==> config.mk <==
export PLATFORM = sky130hd
export DESIGN_NAME = ov7670_capture
export DESIGN_NICKNAME = d
export VERILOG_FILES = /design/src/rtl/ov7670_capture.sv
export SDC_FILE = /design/constraint.sdc
export NUM_CORES = 1
export LEC_CHECK = 0
export CELL_PAD_IN_SITES_DETAIL_PLACEMENT = 0
export CELL_PAD_IN_SITES_GLOBAL_PLACEMENT = 1
export CORE_MARGIN = 3
export CORE_UTILIZATION = 44
export CTS_CLUSTER_SIZE = 14
export DETAILED_ROUTE_END_ITERATION = 6
export HOLD_SLACK_MARGIN = 0.06
export PLACE_DENSITY_LB_ADDON = 0.1
export SLEW_MARGIN = 20
export SYNTH_ARGS = -nofsm -noshare
export SYNTH_HDL_FRONTEND = slang
export SYNTH_SLANG_ARGS = --single-unit
==> constraint.sdc <==
create_clock -name clk_50 -period 3.7 [get_ports clk_50]
set_input_delay 0.74 -clock clk_50 [delete_from_list [all_inputs] [get_ports clk_50]]
set_output_delay 0.74 -clock clk_50 [all_outputs]
set_load 0.02 [all_outputs]
==> src/rtl/ov7670_capture.sv <==
// OV7670 YUV422 capture: keeps luma, decimates by 2^DECIM_LOG2 per axis, writes a linear frame buffer.
// Optional frame geometry checker enabled by defining OV_FRAME_CHECK_EN (adds frame_err output).
module ov7670_capture #(
    parameter int unsigned H_ACTIVE   = 640,
    parameter int unsigned V_ACTIVE   = 480,
    parameter int unsigned DECIM_LOG2 = 2,
    parameter int unsigned Y_FIRST    = 0,
    parameter int unsigned ADDR_W     = 16
) (
    input  logic              clk_50,
    input  logic              rst,
    input  logic              capture_en,
    input  logic              cam_pclk,
    input  logic              cam_href,
    input  logic              cam_vsync,
    input  logic [7:0]        cam_d,
    output logic              wr_en,
    output logic [ADDR_W-1:0] wr_addr,
    output logic [7:0]        wr_data,
    output logic              frame_done,
    output logic              busy
`ifdef OV_FRAME_CHECK_EN
    ,
    output logic              frame_err
`endif
);

    localparam int unsigned XW    = $clog2(H_ACTIVE + 1);
    localparam int unsigned YW    = $clog2(V_ACTIVE + 2);
    localparam int unsigned DMASK = (1 << DECIM_LOG2) - 1;

    localparam logic [XW-1:0]     X_LIM    = XW'(H_ACTIVE);
    localparam logic [XW-1:0]     X_MASK   = XW'(DMASK);
    localparam logic [YW-1:0]     Y_LIM    = YW'(V_ACTIVE);
    localparam logic [YW-1:0]     Y_SAT    = YW'(V_ACTIVE + 1);
    localparam logic [YW-1:0]     Y_MASK   = YW'(DMASK);
    localparam logic [ADDR_W-1:0] MAX_ADDR = ADDR_W'((H_ACTIVE * V_ACTIVE >> (2 * DECIM_LOG2)) - 1);
    localparam logic              YF       = (Y_FIRST != 0);

    typedef enum logic {StWaitSync, StCapture} state_e;

    state_e state_q, state_d;

    logic [1:0] pclk_s, href_s, vsync_s;
    logic [7:0] d_s1, d_s2;
    logic       pclk_s3;
    // Retimed copies: one extra stage so the write lands 3 cycles after pclk is first sampled.
    logic       pe, href, vsync;
    logic [7:0] d;

    logic          href_prev, vsync_prev;
    logic          phase_q;
    logic [XW-1:0] x_q;
    logic [YW-1:0] y_q;

    logic          in_cap, href_fall, vsync_rise, vsync_fall;
    logic          cur_phase, y_byte, write_hit, start, frame_end;
    logic [XW-1:0] cur_x;

    always_ff @(posedge clk_50 or posedge rst) begin
        if (rst) begin
            pclk_s  <= '0;
            href_s  <= '0;
            vsync_s <= '0;
            d_s1    <= '0;
            d_s2    <= '0;
            pclk_s3 <= 1'b0;
            pe      <= 1'b0;
            href    <= 1'b0;
            vsync   <= 1'b0;
            d       <= '0;
        end else begin
            pclk_s  <= {pclk_s[0], cam_pclk};
            href_s  <= {href_s[0], cam_href};
            vsync_s <= {vsync_s[0], cam_vsync};
            d_s1    <= cam_d;
            d_s2    <= d_s1;
            pclk_s3 <= pclk_s[1];
            pe      <= pclk_s[1] & ~pclk_s3;
            href    <= href_s[1];
            vsync   <= vsync_s[1];
            d       <= d_s2;
        end
    end

    always_comb begin
        in_cap     = (state_q == StCapture);
        href_fall  = ~href & href_prev;
        vsync_rise = vsync & ~vsync_prev;
        vsync_fall = ~vsync & vsync_prev;
        cur_phase  = href_prev ? phase_q : 1'b0;
        cur_x      = href_prev ? x_q : '0;
        y_byte     = cur_phase ^ YF;
        write_hit  = in_cap & pe & href & y_byte
                   & ((cur_x & X_MASK) == '0) & ((y_q & Y_MASK) == '0)
                   & (cur_x < X_LIM) & (y_q < Y_LIM);
        start      = ~in_cap & pe & vsync_fall & capture_en;
        frame_end  = in_cap & pe & vsync_rise;

        state_d = state_q;
        unique case (state_q)
            StWaitSync: if (start)     state_d = StCapture;
            StCapture:  if (frame_end) state_d = StWaitSync;
            default:                   state_d = StWaitSync;
        endcase
    end

    assign busy = in_cap;

    always_ff @(posedge clk_50 or posedge rst) begin
        if (rst) begin
            state_q    <= StWaitSync;
            href_prev  <= 1'b0;
            vsync_prev <= 1'b0;
            phase_q    <= 1'b0;
            x_q        <= '0;
            y_q        <= '0;
            wr_en      <= 1'b0;
            wr_addr    <= '0;
            wr_data    <= '0;
            frame_done <= 1'b0;
        end else begin
            state_q    <= state_d;
            wr_en      <= write_hit;
            frame_done <= frame_end;
            if (pe) begin
                href_prev  <= href;
                vsync_prev <= vsync;
            end
            if (start) begin
                phase_q <= 1'b0;
                x_q     <= '0;
                y_q     <= '0;
                wr_addr <= '0;
            end else begin
                // Address advances the cycle after the strobe and saturates at the last pixel.
                if (wr_en && wr_addr != MAX_ADDR) wr_addr <= wr_addr + 1'b1;
                if (write_hit) wr_data <= d;
                if (in_cap && pe) begin
                    if (href) begin
                        phase_q <= ~cur_phase;
                        x_q     <= (cur_phase && cur_x != X_LIM) ? cur_x + 1'b1 : cur_x;
                    end else if (href_fall && y_q != Y_SAT) begin
                        y_q <= y_q + 1'b1;
                    end
                end
            end
        end
    end

`ifdef OV_FRAME_CHECK_EN
    localparam int unsigned BW = $clog2(2 * H_ACTIVE + 2);
    localparam logic [BW-1:0] B_LINE = BW'(2 * H_ACTIVE);
    localparam logic [BW-1:0] B_SAT  = BW'(2 * H_ACTIVE + 1);

    logic [BW-1:0] b_q, cur_b;
    logic          err_acc;

    assign cur_b = href_prev ? b_q : '0;

    always_ff @(posedge clk_50 or posedge rst) begin
        if (rst) begin
            b_q       <= '0;
            err_acc   <= 1'b0;
            frame_err <= 1'b0;
        end else if (start) begin
            b_q       <= '0;
            err_acc   <= 1'b0;
            frame_err <= 1'b0;
        end else if (in_cap && pe) begin
            if (href) b_q <= (cur_b == B_SAT) ? cur_b : cur_b + 1'b1;
            if (href_fall && b_q != B_LINE) err_acc <= 1'b1;
            if (frame_end) frame_err <= err_acc | (y_q != Y_LIM);
        end
    end
`endif

endmodule

==> results of run 1 <==
[Yosys cell counts, drive strengths merged (5+ instances only)]
master	instances
and2	6
a21oi	13
xor2	6
nor3	5
inv	12
dfrtp	83
clkbuf	7
or3	7
o22ai	7
mux2	10
o21ai	14
and4	5
nand2	23
nor2	17
ha	6
and3	5
nand4	11
nand3	14
[state kept, by name (all words and copies together) (netlist names), 2 cells and up]
register  cells
href_s        2
d_s2          8
wr_addr      16
vsync_s       2
y_q           9
d_s1          8
d             8
wr_data       8
pclk_s        2
x_q          10
[worst paths after layout]
path	cells past startpoint	slack (ns)	to	from
setup / recovery	5	1.22	x_q[1]	capture_en
setup reg to reg	4	1.51	x_q[1]	pe
min in group asynchronous	2	0.82	href_s[1]	rst
max in group asynchronous	3	2.23	y_q[6]	rst
hold reg to reg	0	0.35	d[0]	d_s2[0]
hold / removal	0	0.35	d[0]	d_s2[0]
[power breakdown]
group          total (W)  switching, W  internal (W)
Clock           0.000621      0.000360      0.000261
Sequential       0.00128      0.000202       0.00108
Combinational   0.000711      0.000359      0.000352
Total            0.00262      0.000921       0.00169
[routing by layer]
layer	vias up	global-route usage, %
met4	0	5.05
met2	52	22.9
li1	1161	-
met5	-	0
met1	1160	22.2
met3	6	5.18
[layout by cell type (no fill, tap or decap), types with 3 or more instances in the layout]
master / n
sky130_fd_sc_hd__a21oi_1: 13
sky130_fd_sc_hd__a32o_1: 4
sky130_fd_sc_hd__and2_1: 6
sky130_fd_sc_hd__and3_1: 5
sky130_fd_sc_hd__and4_1: 4
sky130_fd_sc_hd__clkbuf_8: 9
sky130_fd_sc_hd__clkdlybuf4s50_1: 40
sky130_fd_sc_hd__dfrtp_1: 83
sky130_fd_sc_hd__ha_1: 6
sky130_fd_sc_hd__inv_1: 11
sky130_fd_sc_hd__mux2_2: 10
sky130_fd_sc_hd__nand2_1: 23
sky130_fd_sc_hd__nand3_1: 14
sky130_fd_sc_hd__nand4_1: 9
sky130_fd_sc_hd__nor2_1: 17
sky130_fd_sc_hd__nor2b_1: 3
sky130_fd_sc_hd__nor3_1: 5
sky130_fd_sc_hd__o21ai_0: 14
sky130_fd_sc_hd__o22ai_1: 7
sky130_fd_sc_hd__or3_1: 7
sky130_fd_sc_hd__xnor2_1: 3
sky130_fd_sc_hd__xor2_1: 6
[cell type report]
class	instances	area, sq um	area share [%]
multi-input combinational	190	1290	31.1
tap	99	124	2.99
timing repair buffer	41	420	10.2
clock inverter	6	57.6	1.39
inverter	12	46.3	1.12
clock buffer	10	128	3.08
sequential	83	2080	50.2
[metrics by stage]
step                      power, W  std cells  instance area (sq um)  utilization [%]  setup slack [ns]
after floorplan            0.00170        295                   3450                -             0.823
final                      0.00262        441                   4140             55.6              1.22
after global routing       0.00279        441                   4140             55.6              1.10
after CTS                  0.00265        441                   4140             55.6              1.21
after detailed placement   0.00202        425                   3960             53.1             0.806
after global placement     0.00200        425                   3960             53.1             0.853
[kinds of logic after synthesis]
kind of cell    count (synthesis)  synth area share, %
flops                          83                 60.1
xor+xnor                        9                 2.28
compound gates                 55                 10.9
simple gates                  110                 18.7
buf+inv                        22                 2.57
mux                            10                 3.26
fa+ha+maj                       6                 2.17
==> load_flow_metrics.sql, run 1 <==
INSERT INTO impl_metrics (metric_group, metric, value, unit) VALUES
('cts', 'clkSlewWorstSetupHoldPaths', '0.09', 'ns'),
('run', 'maxCapViolations', '0', ''),
('run_status', 'status', 'finished, final reports clean', ''),
('critical_path', 'cp_cell_sequence', 'clkdlybuf4s50_1 > and3b_1 > and2_1 > o22ai_1 > a32o_1', ''),
('synthesis', 'synthesized_area_per_cell', '11.7', 'sq um'),
('die', 'floorplan.die.height', '94.6', 'microns'),
('synthesis', 'synth.distinct_cells', '47', ''),
('die', 'design.portCount', '41', ''),
('synthesis', 'synth-async-reset-ratio', '100', '%'),
('sta', 'min_period_over_period', '67.0', '%'),
('finish', 'number_of_nets_in_the_layout', '357', ''),
('routing', 'detailedRoute.firstIterationViolations', '110', ''),
('synthesis', 'count_of_flip_flops_with_a_built_in_enable_after_synthesis', '0', ''),
('placed_design', 'port_buffers', '40', ''),
('cts', 'worstSkewPairLatency', '0.35', 'ns'),
('synthesis', 'synth_largest_area_cell', 'sky130_fd_sc_hd__dfrtp_1', ''),
('cts', 'clock_tree.root_cell', 'sky130_fd_sc_hd__clkbuf_8', ''),
('global_route', 'globalRouteOverflowTotal', '0', ''),
('global_route', 'first_pass_grt_wire_length', '10900', 'microns'),
('synthesis', 'register_bit_total_from_synthesis', '83', ''),
('finish', 'drive_gt1_share', '10.2', '%'),
('sta', 'clock_skews', '0.0104', 'ns'),
('sta', 'slew_viol_final', '0', ''),
('finish', 'layout-area-overhead-vs-synth', '19.9', '%'),
('sta', 'finalSetupViolations', '0', ''),
('cts', 'tritoncts.num_buffers', '9', ''),
('critical_path', 'worstPathRequired', '3.95', 'ns'),
('critical_path', 'crit_arrival', '2.72', 'ns'),
('sta', 'hold_viol', '0', ''),
('die', 'design.die.area', '8950', 'sq um'),
('critical_path', 'crit_type', 'input pin to flip-flop', ''),
('cts', 'cts_sinks', '83', ''),
('cts', 'cts_max_path_buffers', '2', ''),
('routing', 'wl_per_cell', '14.5', 'microns'),
('routing', 'drtPass1Iterations', '4', ''),
('placed_design', 'hpwl', '4310', 'microns'),
('critical_path', 'worst_path_largest_cell_delay', '0.82', 'ns'),
('cts', 'postCtsSetupRepairBufs', '0', ''),
('sta', 'final.setup.tns', '0', 'ns'),
('global_route', 'grt_antenna_before_repair', '0', ''),
('hold_path', 'hold_class', 'flip-flop to flip-flop', ''),
('sta', 'timing.slew.headroom', '30.9', '%'),
('sta', 'timing_worst_slew_pin_value', '1.04', 'ns'),
('routing', 'route.final.wire_length', '6400', 'microns'),
('routing', 'drcViolationCount', '0', ''),
('global_route', 'first_global_vias', '2287', ''),
('routing', 'met3WireLength', '296', 'microns'),
('synthesis', 'synth-main-ff-cell', 'sky130_fd_sc_hd__dfrtp_1', ''),
('synthesis', 'syn-instance-count', '295', ''),
('finish', 'final.fill_count', '648', ''),
('power', 'leakage', '1.72', 'nW'),
('synthesis', 'synth_warnings', '0', ''),
('routing', 'dr_wl_met2', '2900', 'microns'),
('critical_path', 'timing.critical_path.from_type', 'input pin', ''),
('critical_path', 'maximum_fanout_count_along_the_critical_path', '27', ''),
('critical_path', 'critical_path.n_buffers_inverters', '1', ''),
('routing', 'routed-via-count', '2379', ''),
('global_route', 'grt_max_degree', '47', ''),
('routing', 'vias_per_cell', '5.39', ''),
('routing', 'route.antenna.remaining_nets', '0', ''),
('cts', 'resized_after_cts', '0', ''),
('sta', 'finalHoldWorstSlack', '0.354', 'ns'),
('power', 'vdd_ir_drop_max', '0.000377', 'V'),
('power', 'power.density', '632', 'nW/um^2'),
('synthesis', 'synthDominantCellAreaShare', '60.1', '%'),
('sta', 'fmax', '404', 'MHz'),
('sta', 'min_period', '2.48', 'ns'),
('synthesis', 'portion_of_the_post_synthesis_area_used_by_sequential_elements', '60.1', '%'),
('critical_path', 'end_kind', 'flip-flop', ''),
('die', 'std_cell_rows', '31', ''),
('synthesis', 'synth_fp_nets', '315', '');
(Power assumes the default switching activity.)
==> inputs of run 2 (changes only) <==
- clock period: 3.7 -> 2.59 ns (I/O delays scaled with it)
==> run 2 against run 1 <==
  * Hold slack got worse by 0.011 ns
  * Clock power rose by 49%
  * Wire length fell by 0.80%
  * Clock skew barely moved
  * Worst setup slack got worse by 0.68 ns
  * Sequential share of layout area fell by 0.64 points
  * Critical path type is now flip-flop to flip-flop
  * Largest power group unchanged
==> load_flow_metrics.sql, run 2 (synthesis results as in run 1) <==
INSERT INTO impl_metrics (metric_group, metric, value, unit) VALUES
('critical_path', 'r2r-end', 'wr_data[5]', ''),
('critical_path', 'maximum_fanout_count_along_the_critical_path', '10', ''),
('routing', 'drtPass1Iterations', '5', ''),
('power', 'vdd_ir_drop_max', '0.000548', 'V'),
('sta', 'clock_skews', '0.0108', 'ns'),
('critical_path', 'r2r_setup_slack', '0.55', 'ns'),
('critical_path', 'rr_worst_depth', '6', ''),
('finish', 'layout-area-overhead-vs-synth', '21.4', '%'),
('sta', 'min_period', '2.04', 'ns'),
('sta', 'min_period_over_period', '78.9', '%'),
('finish', 'largest_register_by_flop_count', 'wr_addr', ''),
('power', 'leakage', '1.74', 'nW'),
('hold_path', 'holdCritStartpoint', 'pclk_s[0]', ''),
('finish', 'number_of_nets_in_the_layout', '362', ''),
('cts', 'clock_tree.root_cell', 'sky130_fd_sc_hd__clkbuf_8', ''),
('cts', 'resized_after_cts', '0', ''),
('cts', 'cts_sinks', '83', ''),
('cts', 'tritoncts', 'done', ''),
('sta', 'finalHoldWorstSlack', '0.342', 'ns'),
('die', 'design.portCount', '41', ''),
('cts', 'cts_max_level', '3', ''),
('cts', 'tritoncts.num_buffers', '9', ''),
('hold_path', 'hold_crit_endpoint', 'pclk_s[1]', ''),
('sta', 'slew_viol_final', '0', ''),
('die', 'start_util', '46.4', '%'),
('routing', 'vias_per_cell', '5.47', ''),
('finish', 'antenna_cells', '0', ''),
('routing', 'routed-via-count', '2438', ''),
('sta', 'hold_viol', '0', ''),
('finish', 'most_common_library_cell_in_the_layout_ignoring_fill_and_taps', 'sky130_fd_sc_hd__dfrtp_1', ''),
('global_route', 'grt_antenna_before_repair', '0', ''),
('finish', 'regArea', '2080', 'sq um'),
('routing', 'wl_per_cell', '14.2', 'microns'),
('sta', 'rsz_0062_raised_after_global_routing', 'false', ''),
('finish', 'final.fill_count', '668', ''),
('routing', 'detailedRoute.firstIterationViolations', '150', ''),
('critical_path', 'worstPathRequired', '2.82', 'ns'),
('placed_design', 'port_buffers', '40', ''),
('finish', 'largest_reg_flops', '16', ''),
('finish', 'reg_top3', 'wr_addr x16, x_q x10, y_q x9', ''),
('run', 'maxCapViolations', '0', ''),
('global_route', 'first_pass_grt_wire_length', '10900', 'microns'),
('cts', 'clkSlewWorstSetupHoldPaths', '0.09', 'ns'),
('placed_design', 'hpwl', '4430', 'microns'),
('power', 'power.density', '901', 'nW/um^2'),
('global_route', 'grt_max_degree', '36', ''),
('routing', 'drcViolationCount', '0', ''),
('die', 'floorplan.die.height', '94.6', 'microns'),
('cts', 'cts_max_path_buffers', '2', ''),
('sta', 'finalSetupViolations', '0', ''),
('critical_path', 'end_kind', 'flip-flop', ''),
('hold_path', 'hold_path_depth', '0', ''),
('die', 'std_cell_rows', '31', ''),
('cts', 'cts.hold.buffers_added', '0', ''),
('sta', 'timing_worst_slew_pin_value', '0.531', 'ns'),
('critical_path', 'timing.critical_path.from_type', 'flip-flop', ''),
('die', 'design.die.area', '8950', 'sq um'),
('routing', 'route.final.wire_length', '6350', 'microns'),
('global_route', 'globalRouteOverflowTotal', '0', ''),
('global_route', 'first_global_vias', '2355', ''),
('sta', 'fmax', '489', 'MHz'),
('finish', 'multi_input_area', '1290', 'sq um'),
('die', 'die_w', '94.6', 'microns'),
('sta', 'timing.slew.headroom', '64.6', '%'),
('cts', 'worstSkewPairLatency', '0.35', 'ns'),
('routing', 'route.antenna.remaining_nets', '0', ''),
('run_status', 'status', 'finished, final reports clean', ''),
('critical_path', 'crit_arrival', '2.27', 'ns'),
('placed_design', 'finalWeightedCongestion', '0.820', ''),
('finish', 'mostFrequentLayoutCells', 'sky130_fd_sc_hd__dfrtp_1 (83), sky130_fd_sc_hd__clkdlybuf4s50_1 (40), sky130_fd_sc_hd__nand2_1 (23)', ''),
('critical_path', 'crit-reg2reg-launch', 'href_prev', ''),
('finish', 'drive_gt1_share', '11.5', '%'),
('sta', 'final.setup.tns', '0', 'ns'),
('cts', 'postCtsSetupRepairBufs', '0', ''),
('die', 'design.core.area', '7450', 'sq um'),
('global_route', 'gr-usage-all-layers', '15.8', '%'),
('hold_path', 'hold_class', 'flip-flop to flip-flop', ''),
('critical_path', 'crit_type', 'flip-flop to flip-flop', '');
[run 2: worst max path at each step]
| stage | from | end | cells after the start |
|---|---|---|---|
| floorplan | href_prev | x_q[2] | 9 |
| global placement | capture_en | x_q[1] | 5 |
| detailed placement | capture_en | x_q[1] | 5 |
| CTS | href_prev | wr_data[5] | 6 |
| global route | href_prev | x_q[1] | 7 |
| finish | href_prev | wr_data[5] | 6 |
[run 2: routing by layer]
metal / global-route usage (%) / vias up / part of all wire, %
met4: 4.69 / 0 / 1.3
met5: 0 / - / 0
met3: 5.58 / 9 / 5.6
met1: 20.9 / 1197 / 47
met2: 24.5 / 61 / 46
li1: - / 1171 / -
[run 2: area by class of cell]
| cell class | instances | share of cell area (%) |
|---|---|---|
| clock buffers | 10 | 3.04 |
| clock inverters | 6 | 1.70 |
| inverters | 12 | 1.16 |
| multi-input cells | 190 | 30.7 |
| flip-flops and latches | 83 | 49.5 |
| well taps | 99 | 2.95 |
| repair buffers | 46 | 10.9 |
[run 2: critical path: stages (launching register included)]
cell                        delay, ns
sky130_fd_sc_hd__dfrtp_1         0.51
sky130_fd_sc_hd__and2_1          0.23
sky130_fd_sc_hd__inv_1           0.05
sky130_fd_sc_hd__ha_1            0.15
sky130_fd_sc_hd__o2111ai_1       0.11
sky130_fd_sc_hd__or3_1           0.52
sky130_fd_sc_hd__mux2_2          0.34
[run 2: stage by stage]
step | utilization, % | total power [W] | instances | setup slack, ns | instance area [sq um]
4_1_cts | 56.3 | 0.00383 | 446 | 0.523 | 4200
3_3_place_gp | 53.7 | 0.00288 | 430 | 0.425 | 4000
5_1_grt | 56.3 | 0.00403 | 446 | 0.417 | 4200
3_5_place_dp | 53.7 | 0.00288 | 430 | 0.363 | 4000
2_1_floorplan | - | 0.00243 | 295 | 0.592 | 3460
6_report | 56.3 | 0.00378 | 446 | 0.547 | 4200
[run 2: report_power, final]
group	total (W)	internal (W)	switching, W	leakage (nW)
logic	0.00102	0.000506	0.000518	0.666
clock network	0.000926	0.000454	0.000472	0.0935
registers	0.00183	0.00155	0.000284	0.983
==> inputs of run 3 (changes only) <==
- clock period: 2.59 -> 2.1 ns (I/O delays scaled with it)
==> run 3 against run 2 <==
  * Hold slack better by 0.0090 ns
  * Die area stayed put
  * Sequential share of layout area down 0.66 points
  * Sequential power grew 22%
==> load_flow_metrics.sql, run 3 (synthesis results as in run 1) <==
INSERT INTO impl_metrics (metric_group, metric, value, unit) VALUES
('power', 'leakage', '1.78', 'nW'),
('routing', 'wl_per_cell', '14.8', 'microns'),
('sta', 'finalHoldWorstSlack', '0.351', 'ns'),
('finish', 'largest_reg_flops', '16', ''),
('hold_path', 'hold_path_depth', '0', ''),
('routing', 'routed-via-count', '2465', ''),
('critical_path', 'worstPathRequired', '2.34', 'ns'),
('critical_path', 'worst_path_largest_cell_delay', '0.53', 'ns'),
('power', 'vdd_ir_drop_max', '0.000606', 'V'),
('critical_path', 'end_kind', 'flip-flop', ''),
('finish', 'most_common_library_cell_in_the_layout_ignoring_fill_and_taps', 'sky130_fd_sc_hd__dfrtp_1', ''),
('cts', 'resized_after_cts', '0', ''),
('sta', 'timing.slew.headroom', '70.7', '%'),
('finish', 'antenna_cells', '0', ''),
('placed_design', 'port_buffers', '40', ''),
('critical_path', 'rr_worst_depth', '6', ''),
('critical_path', 'critical_path.n_buffers_inverters', '1', ''),
('die', 'die_w', '94.6', 'microns'),
('finish', 'layout-area-overhead-vs-synth', '23.1', '%'),
('critical_path', 'cpLargestDelayFamily', 'simple AND/OR/NAND/NOR gates', ''),
('global_route', 'grt_max_degree', '33', ''),
('critical_path', 'maximum_fanout_count_along_the_critical_path', '9', ''),
('power', 'power.density', '1110', 'nW/um^2'),
('critical_path', 'crit_arrival', '2.20', 'ns'),
('global_route', 'first_pass_grt_wire_length', '11500', 'microns'),
('finish', 'drive_gt1_share', '13.1', '%'),
('finish', 'final.fill_count', '630', ''),
('die', 'start_util', '46.4', '%'),
('finish', 'number_of_nets_in_the_layout', '367', ''),
('global_route', 'grt_antenna_before_repair', '0', ''),
('finish', 'mostFrequentLayoutCells', 'sky130_fd_sc_hd__dfrtp_1 (83), sky130_fd_sc_hd__clkdlybuf4s50_1 (40), sky130_fd_sc_hd__nand2_1 (23)', ''),
('routing', 'vias_per_cell', '5.47', ''),
('cts', 'worstSkewPairLatency', '0.35', 'ns'),
('cts', 'cts_max_path_buffers', '2', ''),
('cts', 'tritoncts', 'done', ''),
('critical_path', 'cp_slowest_cell', 'sky130_fd_sc_hd__or3_1', ''),
('sta', 'timing_worst_slew_pin_value', '0.439', 'ns'),
('critical_path', 'crit_type', 'flip-flop to flip-flop', ''),
('critical_path', 'cp_cell_sequence', 'and2_1 > inv_1 > ha_1 > o2111ai_1 > or3_1 > mux2_2', ''),
('sta', 'fmax', '510', 'MHz'),
('critical_path', 'path_depth', '6', ''),
('placed_design', 'finalWeightedCongestion', '0.791', ''),
('cts', 'clock_tree.root_cell', 'sky130_fd_sc_hd__clkbuf_8', ''),
('critical_path', 'timing.critical_path.from_type', 'flip-flop', ''),
('global_route', 'first_global_vias', '2350', ''),
('die', 'std_cell_rows', '31', ''),
('finish', 'largest_register_by_flop_count', 'wr_addr', ''),
('routing', 'drcViolationCount', '0', ''),
('run', 'maxCapViolations', '0', ''),
('sta', 'hold_viol', '0', ''),
('cts', 'tritoncts.num_buffers', '9', ''),
('hold_path', 'hold_class', 'flip-flop to flip-flop', ''),
('cts', 'cts.hold.buffers_added', '0', ''),
('die', 'design.core.area', '7450', 'sq um'),
('sta', 'finalSetupViolations', '0', ''),
('sta', 'slew_viol_final', '0', ''),
('cts', 'cts_sinks', '83', ''),
('sta', 'clock_skews', '0.0113', 'ns'),
('run_status', 'status', 'finished, final reports clean', ''),
('routing', 'route.final.wire_length', '6690', 'microns'),
('placed_design', 'hpwl', '4560', 'microns'),
('die', 'design.die.area', '8950', 'sq um'),
('die', 'design.portCount', '41', ''),
('global_route', 'globalRouteOverflowTotal', '0', ''),
('routing', 'route.antenna.remaining_nets', '0', ''),
('cts', 'cts_max_level', '3', ''),
('sta', 'rsz_0062_raised_after_global_routing', 'false', ''),
('sta', 'min_period', '1.96', 'ns'),
('sta', 'final.setup.tns', '0', 'ns'),
('finish', 'reg_top3', 'wr_addr x16, x_q x10, y_q x9', ''),
('die', 'floorplan.die.height', '94.6', 'microns'),
('finish', 'regArea', '2080', 'sq um'),
('global_route', 'gr-usage-all-layers', '16.9', '%'),
('cts', 'clkSlewWorstSetupHoldPaths', '0.09', 'ns'),
('cts', 'postCtsSetupRepairBufs', '0', ''),
('routing', 'drtPass1Iterations', '6', ''),
('routing', 'detailedRoute.firstIterationViolations', '153', ''),
('finish', 'multi_input_area', '1290', 'sq um'),
('sta', 'min_period_over_period', '93.3', '%');
[run 3: worst register-to-register path, cell delays in order (launching register included)]
cell and delay (ns):
sky130_fd_sc_hd__dfrtp_1 0.44, sky130_fd_sc_hd__and2_1 0.20, sky130_fd_sc_hd__inv_1 0.06, sky130_fd_sc_hd__ha_1 0.17, sky130_fd_sc_hd__o2111ai_1 0.09, sky130_fd_sc_hd__or3_1 0.53, sky130_fd_sc_hd__mux2_2 0.35
[run 3: per-layer routing]
| layer | GRT usage [%] | wire (microns) | vias to the layer above |
|---|---|---|---|
| met3 | 4.78 | 390 | 4 |
| met2 | 25.0 | 3050 | 78 |
| li1 | - | - | 1184 |
| met5 | 0 | 0 | - |
| met4 | 6.97 | 70 | 0 |
| met1 | 23.3 | 3190 | 1199 |
[run 3: area by class of cell]
type	instances	share of cell area (%)
clock buffers	9	2.91
clock inverters	7	1.91
inverters	12	1.15
multi-input cells	190	30.3
flip-flops and latches	83	48.9
well taps	99	2.91
repair buffers	51	11.9
[run 3: per-stage QoR]
stage                     setup slack, ns  cell area, sq um  cells  total power, W  util (%)
after floorplan                     0.102              3460    295         0.00300         -
after global placement              0.116              4050    435         0.00356      54.3
after detailed placement            0.105              4050    435         0.00357      54.3
after CTS                           0.122              4250    451         0.00478      57.1
after global routing               0.0179              4250    451         0.00504      57.1
final                               0.141              4250    451         0.00473      57.1
[run 3: path summary, 6_finish.rpt]
| kind | startpoint | to | slack, ns |
|---|---|---|---|
| setup reg to reg | href_prev | wr_data[5] | 0.14 |
| max in group asynchronous | rst | y_q[8] | 1.22 |
| min in group asynchronous | rst | pclk_s3 | 0.39 |
| setup / recovery | href_prev | wr_data[5] | 0.14 |
| hold / removal | d_s2[7] | d[7] | 0.35 |
| hold reg to reg | d_s2[7] | d[7] | 0.35 |
[run 3: power breakdown]
group	leakage [nW]	switching [W]	internal, W
clock	0.107	0.000611	0.000570
combinational	0.695	0.000664	0.000640
sequential	0.983	0.000334	0.00191
total	1.78	0.00161	0.00312
==> variant: new RTL, flow settings as in run 3 <==
The option `OV_FRAME_CHECK_EN` is turned on by a define.
--- a/src/rtl/ov7670_capture.sv
+++ b/src/rtl/ov7670_capture.sv
@@ -1,4 +1,6 @@
 // OV7670 YUV422 capture: keeps luma, decimates by 2^DECIM_LOG2 per axis, writes a linear frame buffer.
 // Optional frame geometry checker enabled by defining OV_FRAME_CHECK_EN (adds frame_err output).
+`define OV_FRAME_CHECK_EN
+
 module ov7670_capture #(
     parameter int unsigned H_ACTIVE   = 640,
Behaviour (old outputs only; new: frame_err): unchanged (equiv_simple and equiv_induct, registers matched by name and starting in step).
==> variant against run 3 <==
First-iteration DRC count is 2.6% lower. Count of clock-buffer cells in the layout did not move. Utilization down 0.59 points. Routed wire length increased by 24%. Setup slack improved by 0.011 ns. Power up 17%. Cell area is 19% higher. Non-clock buffer count increased by 8. Synthesized area increased by 21%. Fmax is 0.54% higher. Largest cell class unchanged. Sequential share of layout area is 1.5 points lower. Sequential cell count increased by 13. Largest power group unchanged.
==> variant: results (changes against run 3) <==
[layout]
nNetsFinal=452  ; +23%
top_regs=wr_addr (16), b_q (11), x_q (10)
fill_cells=763  ; +21%
layout-drive-gt1-share=0.140  ; +0.00955
antenna_cells=0  ; unchanged

[global_routing]
grt_pass1_vias=2895  ; +23%
grt_usage=0.173  ; +0.00450
grt_pass1_wl_mm=14.4  ; +24%
grt_max_degree=47  ; +42%
antenna_found_initial=0  ; unchanged

[pwr]
vdd_drop_max_v=0.000468  ; -23%
power.leakage_nw=2.14  ; +20%

[clocking]
postCtsSetupBuffers=0  ; unchanged
cts_buffers=9  ; unchanged
clk_path_buf_depth=2  ; unchanged
cts_resized=0  ; unchanged
htree_levels=3  ; unchanged
cts_root_buffer=clkbuf_8
clk-insertion-delay-late_ns=0.37  ; +0.02 ns
clkTransAtPathRegs_ns=0.11  ; +0.02 ns

[synthesis]
synth_cells=372  ; +26%
synthMuxAreaShare=0.0270  ; -0.00556
syn_nets=394  ; +25%
ys_types=52  ; +11%
synth_compound_area_frac=0.138  ; +0.0292
yosysSeqAreaShare=0.577  ; -0.0245
synthAdderAreaFrac=0.0240  ; +0.00230
yosysWarnings=0  ; unchanged
synth_xor_area_frac=0.0294  ; +0.00662
yosys-top-cells-count=dfrtp_1 (96), nand2_1 (28), o21ai_0 (23), a21oi_1 (22), nor2_1 (21)
synthTopCellsByArea=dfrtp_1 (58%), o21ai_0 (2.8%), mux2_2 (2.7%)
synth-async-reset-ratio=1.00  ; unchanged

[placement]
place_inst=545  ; +25%
port_buffers=41  ; +2.5%
dpl.hpwl_mm=5.95  ; +30%
gp_congestion=0.838  ; +5.9%

[detailed_routing]
initialDrtViolationCount=149  ; -2.6%
wl_mm=8.30  ; +24%
dr.pass1.iters=4  ; -2
vias=3059  ; +24%
vias_per_cell=5.45  ; -0.24%

[worst_setup_path]
max_stage_delay_ns=0.66  ; +0.13 ns
critPathTopFamily=buffers and inverters
reg2reg_depth=6  ; unchanged
arrival_ns=1.53  ; -0.67 ns
cpMaxStageDelayCell=clkdlybuf4s50_1
r2r_end=x_q[1]
ff2ff_setup_slack_ns=0.17  ; +0.03 ns
reg2reg_from=href_prev
path_max_fanout=9  ; unchanged

[run_status]
status=completed

[worst_hold_path]
min_to=d_s2[6]
worst_hold_path_type=flop to flop
holdCritStartpoint=d_s1[6]
hold_depth=0  ; unchanged

[sta]
clock_skew_ns=0.0116  ; +0.000249 ns
slew_headroom=0.545  ; -0.162

variant: layer usage:
layer / global-route usage / part of all wire / up-vias
met1: 0.245 / 0.48 / 1517
met4: 0.0657 / 0.014 / 0
li1: - / - / 1483
met3: 0.0309 / 0.036 / 9
met5: 0 / 0 / -
met2: 0.267 / 0.47 / 50
variant: area by class of cell:
cell class,count,share of cell area
sequential,96,0.474
multi-input combinational,249,0.329
timing repair buffer,59,0.113
tap,126,0.0311
clock buffer,9,0.0244
clock inverter,7,0.0175
inverter,15,0.0118
variant: report_power, final:
part	switching [mW]	leakage (nW)	internal (mW)
sequential	0.474	1.19	2.25
combinational	0.788	0.839	0.777
clock	0.757	0.107	0.492
variant: kinds of logic (layout without fill, tap and decap cells):
kind of cell    after synthesis  in the layout
flops                        96             96
fa+ha+maj                     8              8
mux                          10             10
compound gates               86             86
simple gates                131            131
buf+inv                      27             90
xor+xnor                     14             14
variant: through the flow:
stage | worst slack (ns) | power [mW] | area, um2 | hold slack (ns) | setup TNS (ns)
after floorplan | 0.0561 | 3.63 | 4190 | 0.331 | 0
after global placement | -0.0583 | 4.32 | 4850 | 0.332 | -0.0945
after detailed placement | -0.0946 | 4.35 | 4850 | 0.335 | -0.213
after CTS | 0.108 | 5.61 | 5070 | 0.361 | 0
after global routing | 0.0128 | 5.92 | 5070 | 0.368 | 0
final | 0.151 | 5.54 | 5070 | 0.358 | 0
variant: worst max path at each step:
stage	slack [ns]	startpoint	depth (start not counted)	endpoint
6_report	0.15	busy	1	busy
5_1_grt	0.01	href_prev	7	b_q[10]
4_1_cts	0.11	wr_addr[3]	1	wr_addr[3]
3_5_place_dp	-0.09	capture_en	7	b_q[9]
3_3_place_gp	-0.06	capture_en	7	b_q[9]
2_1_floorplan	0.06	href_prev	8	x_q[1]
